==> src/rtl/multicycle_ctrl.sv <==
// Multi-cycle control FSM: owns PC/IR, sequences fetch/decode/execute/writeback, counts retired instructions.
// Latency: R-type 4, BEQ 3, JMP/HALT/illegal 2 cycles; instruction-memory stalls hold FETCH one cycle each.
module multicycle_ctrl #(
    parameter int              PC_W     = 8,
    parameter logic [PC_W-1:0] RESET_PC = '0,
    parameter int              CNT_W    = 16
) (
    input  logic             CLK,
    input  logic             RST,
    input  logic             i_start,
    input  logic [15:0]      i_instr,
    input  logic             i_mem_ready,
    input  logic             i_zero,
    output logic [PC_W-1:0]  o_pc,
    output logic             o_mem_rd,
    output logic             o_ir_we,
    output logic [2:0]       o_alu_sel,
    output logic             o_reg_we,
    output logic [2:0]       o_state,
    output logic             o_halt,
    output logic             o_illegal,
    output logic [CNT_W-1:0] o_retired
);

    typedef enum logic [2:0] {
        S_IDLE      = 3'd0,
        S_FETCH     = 3'd1,
        S_DECODE    = 3'd2,
        S_EXECUTE   = 3'd3,
        S_WRITEBACK = 3'd4,
        S_HALT      = 3'd5
    } state_t;

    localparam logic [3:0] OP_BEQ  = 4'b1000;
    localparam logic [3:0] OP_JMP  = 4'b1001;
    localparam logic [3:0] OP_HALT = 4'b1111;

    state_t            state, state_nxt;
    logic [PC_W-1:0]   pc, pc_nxt;
    logic [15:0]       ir, ir_nxt;
    logic [CNT_W-1:0]  retired, retired_nxt;

    logic [3:0]        opcode;
    logic [7:0]        imm;
    logic [PC_W-1:0]   jmp_tgt;
    logic [PC_W-1:0]   br_off;
    logic              unused_ir_bits;

    assign opcode         = ir[15:12];
    assign imm            = ir[7:0];
    assign jmp_tgt        = PC_W'(imm);
    assign br_off         = PC_W'($signed(imm));
    assign unused_ir_bits = ^ir[11:8];

    always_ff @(posedge CLK or posedge RST) begin
        if (RST) begin
            state   <= S_IDLE;
            pc      <= RESET_PC;
            ir      <= '0;
            retired <= '0;
        end else begin
            state   <= state_nxt;
            pc      <= pc_nxt;
            ir      <= ir_nxt;
            retired <= retired_nxt;
        end
    end

    always_comb begin
        state_nxt   = state;
        pc_nxt      = pc;
        ir_nxt      = ir;
        retired_nxt = retired;
        o_mem_rd    = 1'b0;
        o_ir_we     = 1'b0;
        o_alu_sel   = 3'b000;
        o_reg_we    = 1'b0;
        o_halt      = 1'b0;
        o_illegal   = 1'b0;

        case (state)
            S_IDLE: begin
                if (i_start) state_nxt = S_FETCH;
            end
            S_FETCH: begin
                o_mem_rd = 1'b1;
                if (i_mem_ready) begin
                    o_ir_we   = 1'b1;
                    ir_nxt    = i_instr;
                    pc_nxt    = pc + PC_W'(1);
                    state_nxt = S_DECODE;
                end
            end
            S_DECODE: begin
                case (opcode)
                    4'b0000, 4'b0001, 4'b0010, 4'b0011, 4'b0100, OP_BEQ: begin
                        state_nxt = S_EXECUTE;
                    end
                    OP_JMP: begin
                        pc_nxt      = jmp_tgt;
                        retired_nxt = retired + CNT_W'(1);
                        state_nxt   = S_FETCH;
                    end
                    OP_HALT: begin
                        retired_nxt = retired + CNT_W'(1);
                        state_nxt   = S_HALT;
                    end
                    default: begin
                        // Undefined opcodes retire as NOPs.
                        o_illegal   = 1'b1;
                        retired_nxt = retired + CNT_W'(1);
                        state_nxt   = S_FETCH;
                    end
                endcase
            end
            S_EXECUTE: begin
                if (opcode == OP_BEQ) begin
                    o_alu_sel = 3'b001;
                    // Target is relative to the PC already advanced past the branch.
                    if (i_zero) pc_nxt = pc + br_off;
                    retired_nxt = retired + CNT_W'(1);
                    state_nxt   = S_FETCH;
                end else begin
                    o_alu_sel = opcode[2:0];
                    state_nxt = S_WRITEBACK;
                end
            end
            S_WRITEBACK: begin
                o_alu_sel   = opcode[2:0];
                o_reg_we    = 1'b1;
                retired_nxt = retired + CNT_W'(1);
                state_nxt   = S_FETCH;
            end
            S_HALT: begin
                o_halt = 1'b1;
            end
            default: begin
                state_nxt = S_IDLE;
            end
        endcase
    end

    assign o_pc      = pc;
    assign o_state   = state;
    assign o_retired = retired;

endmodule

==> config.mk <==
export PLATFORM = sky130hd
export DESIGN_NAME = multicycle_ctrl
export DESIGN_NICKNAME = d
export VERILOG_FILES = /design/src/rtl/multicycle_ctrl.sv
export SDC_FILE = /design/constraint.sdc
export NUM_CORES = 1
export LEC_CHECK = 0
export BUFFER_PORTS_ARGS = -buffer_cell sky130_fd_sc_hd__buf_2
export CORE_MARGIN = 1
export CORE_UTILIZATION = 50
export CTS_BUF_LIST = sky130_fd_sc_hd__clkbuf_8 sky130_fd_sc_hd__clkbuf_16
export CTS_CLUSTER_SIZE = 8
export DETAILED_ROUTE_END_ITERATION = 10
export GPL_ROUTABILITY_DRIVEN = 0
export PLACE_DENSITY = 0.73
export SKIP_LAST_GASP = 1
export SLEW_MARGIN = 15
export SYNTH_ARGS = -nofsm -noshare
export SYNTH_HDL_FRONTEND = slang
export SYNTH_SLANG_ARGS = --single-unit
==> constraint.sdc <==
create_clock -name CLK -period 4.3 [get_ports CLK]
set_input_delay 0.215 -clock CLK [delete_from_list [all_inputs] [get_ports CLK]]
set_output_delay 0.215 -clock CLK [all_outputs]
set_load 0.05 [all_outputs]
==> results.py <==
metrics = {
    "outcome": {
        "status": "complete, no violations",
    },
    "power_and_ir_drop": {
        "intPower_mw": 1.11,
        "power.switching_mw": 1.12,
        "combPwrFrac_pct": 58.6,
        "ir_worst_vdd_mv": 0.423,
        "swShare_pct": 50.2,
        "power_density_nw_per_um2": 813,
        "totalPowerFinal_mw": 2.23,
        "clkPwrFrac_pct": 12.4,
        "power.leakage_nw": 1.36,
        "p_seq_share_pct": 29.0,
    },
    "clock_tree": {
        "cts_root_buf": "clkbuf_8",
        "postCtsHoldBufs": 0,
        "cts_setup_buffers": 0,
        "cts_max_level": 2,
        "clock-sinks": 39,
        "clockBufferDepth": 2,
        "path_clk_slew_ns": 0.08,
        "ctsResizeCount": 0,
        "cts_buffers": 5,
        "insertion_delay_ns": 0.30,
        "cts_tree": "built",
    },
    "timing": {
        "period_share_pct": 62.3,
        "fin_skew_ns": 0.00914,
        "timing.hold.ws_ns": 0.0108,
        "finalSetupTns_ns": 0,
        "setup_violations": 0,
        "finalHoldViolCount": 0,
        "worst_pin_slew_ns": 0.973,
        "setup_ws_ns": 1.62,
        "max_freq_mhz": 373,
        "relSlewSlack_pct": 34.9,
        "rsz0062_at_grt": "no",
        "slew_violations": 0,
        "fin_crit_ns": 2.68,
    },
    "layout": {
        "multi_input_area_um2": 1290,
        "fin_area_um2": 2750,
        "drive_above_1_share_pct": 32.6,
        "fillers": 389,
        "nNetsFinal": 314,
        "n_antenna_cell": 0,
        "ff_latch_area_um2": 976,
        "syn2layout_area_growth_pct": 15.6,
    },
    "synthesis": {
        "synth.most_common_cell": "dfrtp_1",
        "ys_seq_area_share_pct": 41.1,
        "synth_fp_nets": 263,
        "syn-instance-count": 233,
        "yosys.cell_types.count": 59,
        "synth-edff-count": 0,
        "ys_top_cells_by_area": "dfrtp_1 (41%), mux2_2 (5.2%), xor2_1 (4.4%)",
        "avgSynthCellArea_um2": 10.2,
        "yosysWarnings": 0,
        "synth_area_um2": 2380,
        "yosys.area.top_type": "dfrtp_1",
        "yosys.area.top_type_share_pct": 41.1,
        "synth.ff_latch_count": 39,
        "ys_async_sr_fraction_pct": 100,
        "synth_ff_type": "dfrtp_1",
        "synthTopCellsByCount": "dfrtp_1 (39), nor2_1 (21), nand2_1 (15), xor2_1 (12), mux2_2 (11)",
    },
    "place": {
        "dp_hpwl_mm": 3.38,
        "post_dp_cell_area_um2": 2640,
        "io_buffers": 51,
        "place_ws_ns": 1.61,
    },
    "critical_path": {
        "cp-start-kind": "flip-flop",
        "critical_path.max_stage_delay_ns": 0.41,
        "cp_max_fo": 23,
        "worst_path_most_repeated_cell": "inv_1",
        "cpMaxStageDelayCell": "or4_1",
        "critical_path_class": "flip-flop to flip-flop",
        "cp-end-kind": "flip-flop",
        "worstPathRequired_ns": 4.44,
        "arrival_ns": 2.82,
        "crit_chain": "buf_4 > inv_1 > or3_1 > ha_1 > inv_1 > fa_1 > nor2b_1 > o31a_1 > or4_1 > o211ai_1 > a31oi_1",
    },
    "floorplan": {
        "ios": 56,
        "die_height_um": 71.0,
        "core_area_um2": 4470,
        "die_x_um": 71.0,
        "row_count": 24,
        "die_area_um2": 5030,
        "initial_core_util_pct": 53.1,
    },
    "job": {
        "drv_cap": 0,
    },
    "global_routing": {
        "grt_pass1_vias": 1682,
        "track_usage_pct": 20.7,
        "antenna_found_initial": 0,
        "grt_max_degree": 40,
        "grt_pass1_wl_mm": 8.02,
        "gr-total-overflow": 0,
    },
    "detailed_routing": {
        "finalWirelength_mm": 4.78,
        "routed_via_density": 5.67,
        "wl_per_cell_um": 14.2,
        "firstDrtPassIters": 7,
        "num_vias": 1912,
        "dr.first_iter.drc_count": 83,
        "post-route-drc-count": 0,
        "ant_nets": 0,
    },
    "min_path": {
        "worstHoldPathType": "primary input to async pin",
    },
}
-- per-layer routing --
metal,part of all wire [%],GRT usage (%),vias to the layer above
li1,-,-,947
met2,48,33.2,32
met4,1.5,8.22,0
met3,3.1,4.84,7
met1,47,27.3,926
met5,0,0,-
-- logic make-up after synthesis --
family                     after synthesis  share of synthesized area (%)
AOI/OAI and AO/OA                       51                           16.1
xor gates and xnor gates                15                           5.53
adders and majority gates                9                           5.05
buffers and inverters                   19                           4.79
DFF                                     39                           41.1
muxes                                   13                           6.05
and+or+nand+nor                         87                           21.5
-- flip-flops by register name, indices dropped and copies added (netlist names) --
signal     cells
ir            12
o_pc           8
o_retired     16
o_state        3
-- worst max-delay path, delay by kind of cell (launching register included) --
family,cells,cell delay [ns]
adders and majority gates,2,0.40
buffers and inverters,3,0.46
and+or+nand+nor,3,0.87
DFF,1,0.32
AOI/OAI and AO/OA,3,0.49
-- cells in the final DEF, fill, tap and decap left out, drive strengths merged, types with 2 or more instances in the layout --
cell type  instances
buf               55
dfrtp             39
nor2              24
nand2             15
a21oi             13
xor2              12
mux2              11
o21ai              8
inv                8
ha                 8
nor3               7
clkbuf             7
nand3              6
nor2b              5
and3               5
a211oi             5
nand4              4
o21a               3
a211o              3
a31oi              3
o211ai             3
xnor2              3
o31a               3
nor3b              3
nor4b              3
and2               2
nand3b             2
mux2i              2
nand2b             2
or2                2
nor4               2
-- stage by stage --
stage,util (%),std cells
floorplan,-,233
global placement,59.1,329
detailed placement,59.1,329
CTS,61.4,337
global route,61.4,337
finish,61.4,337
-- power by group through the flow --
stage / Sequential [mW] / Combinational (mW) / Clock [mW]
after CTS: 0.648 / 1.32 / 0.286
after global routing: 0.670 / 1.43 / 0.302
final: 0.648 / 1.31 / 0.277
after global placement: 0.649 / 1.28 / 0
after detailed placement: 0.653 / 1.31 / 0
after floorplan: 0.841 / 0.886 / 0
-- path summary, 6_finish.rpt --
check                                    from       endpoint  slack (ns)  depth (start not counted)
worst max register to register     o_state[0]        o_pc[6]        1.62                         11
worst max-delay path               o_state[0]        o_pc[6]        1.62                         11
worst min register to register  o_retired[15]  o_retired[15]        0.47                          1
max in group asynchronous                 RST     o_state[0]        3.94                          3
min in group CLK                  i_instr[13]         ir[13]        0.12                          3
worst min-delay path                      RST  o_retired[15]        0.01                          3
-- cell type report --
cell class                 count  area share, %
clock inverter                 1          0.273
sequential                    39           35.5
timing repair buffer          55           10.4
multi-input combinational    175           46.9
clock buffer                   7           3.51
tap                           52           2.37
inverter                       8           1.09
Power figures use the tool's default switching activity.
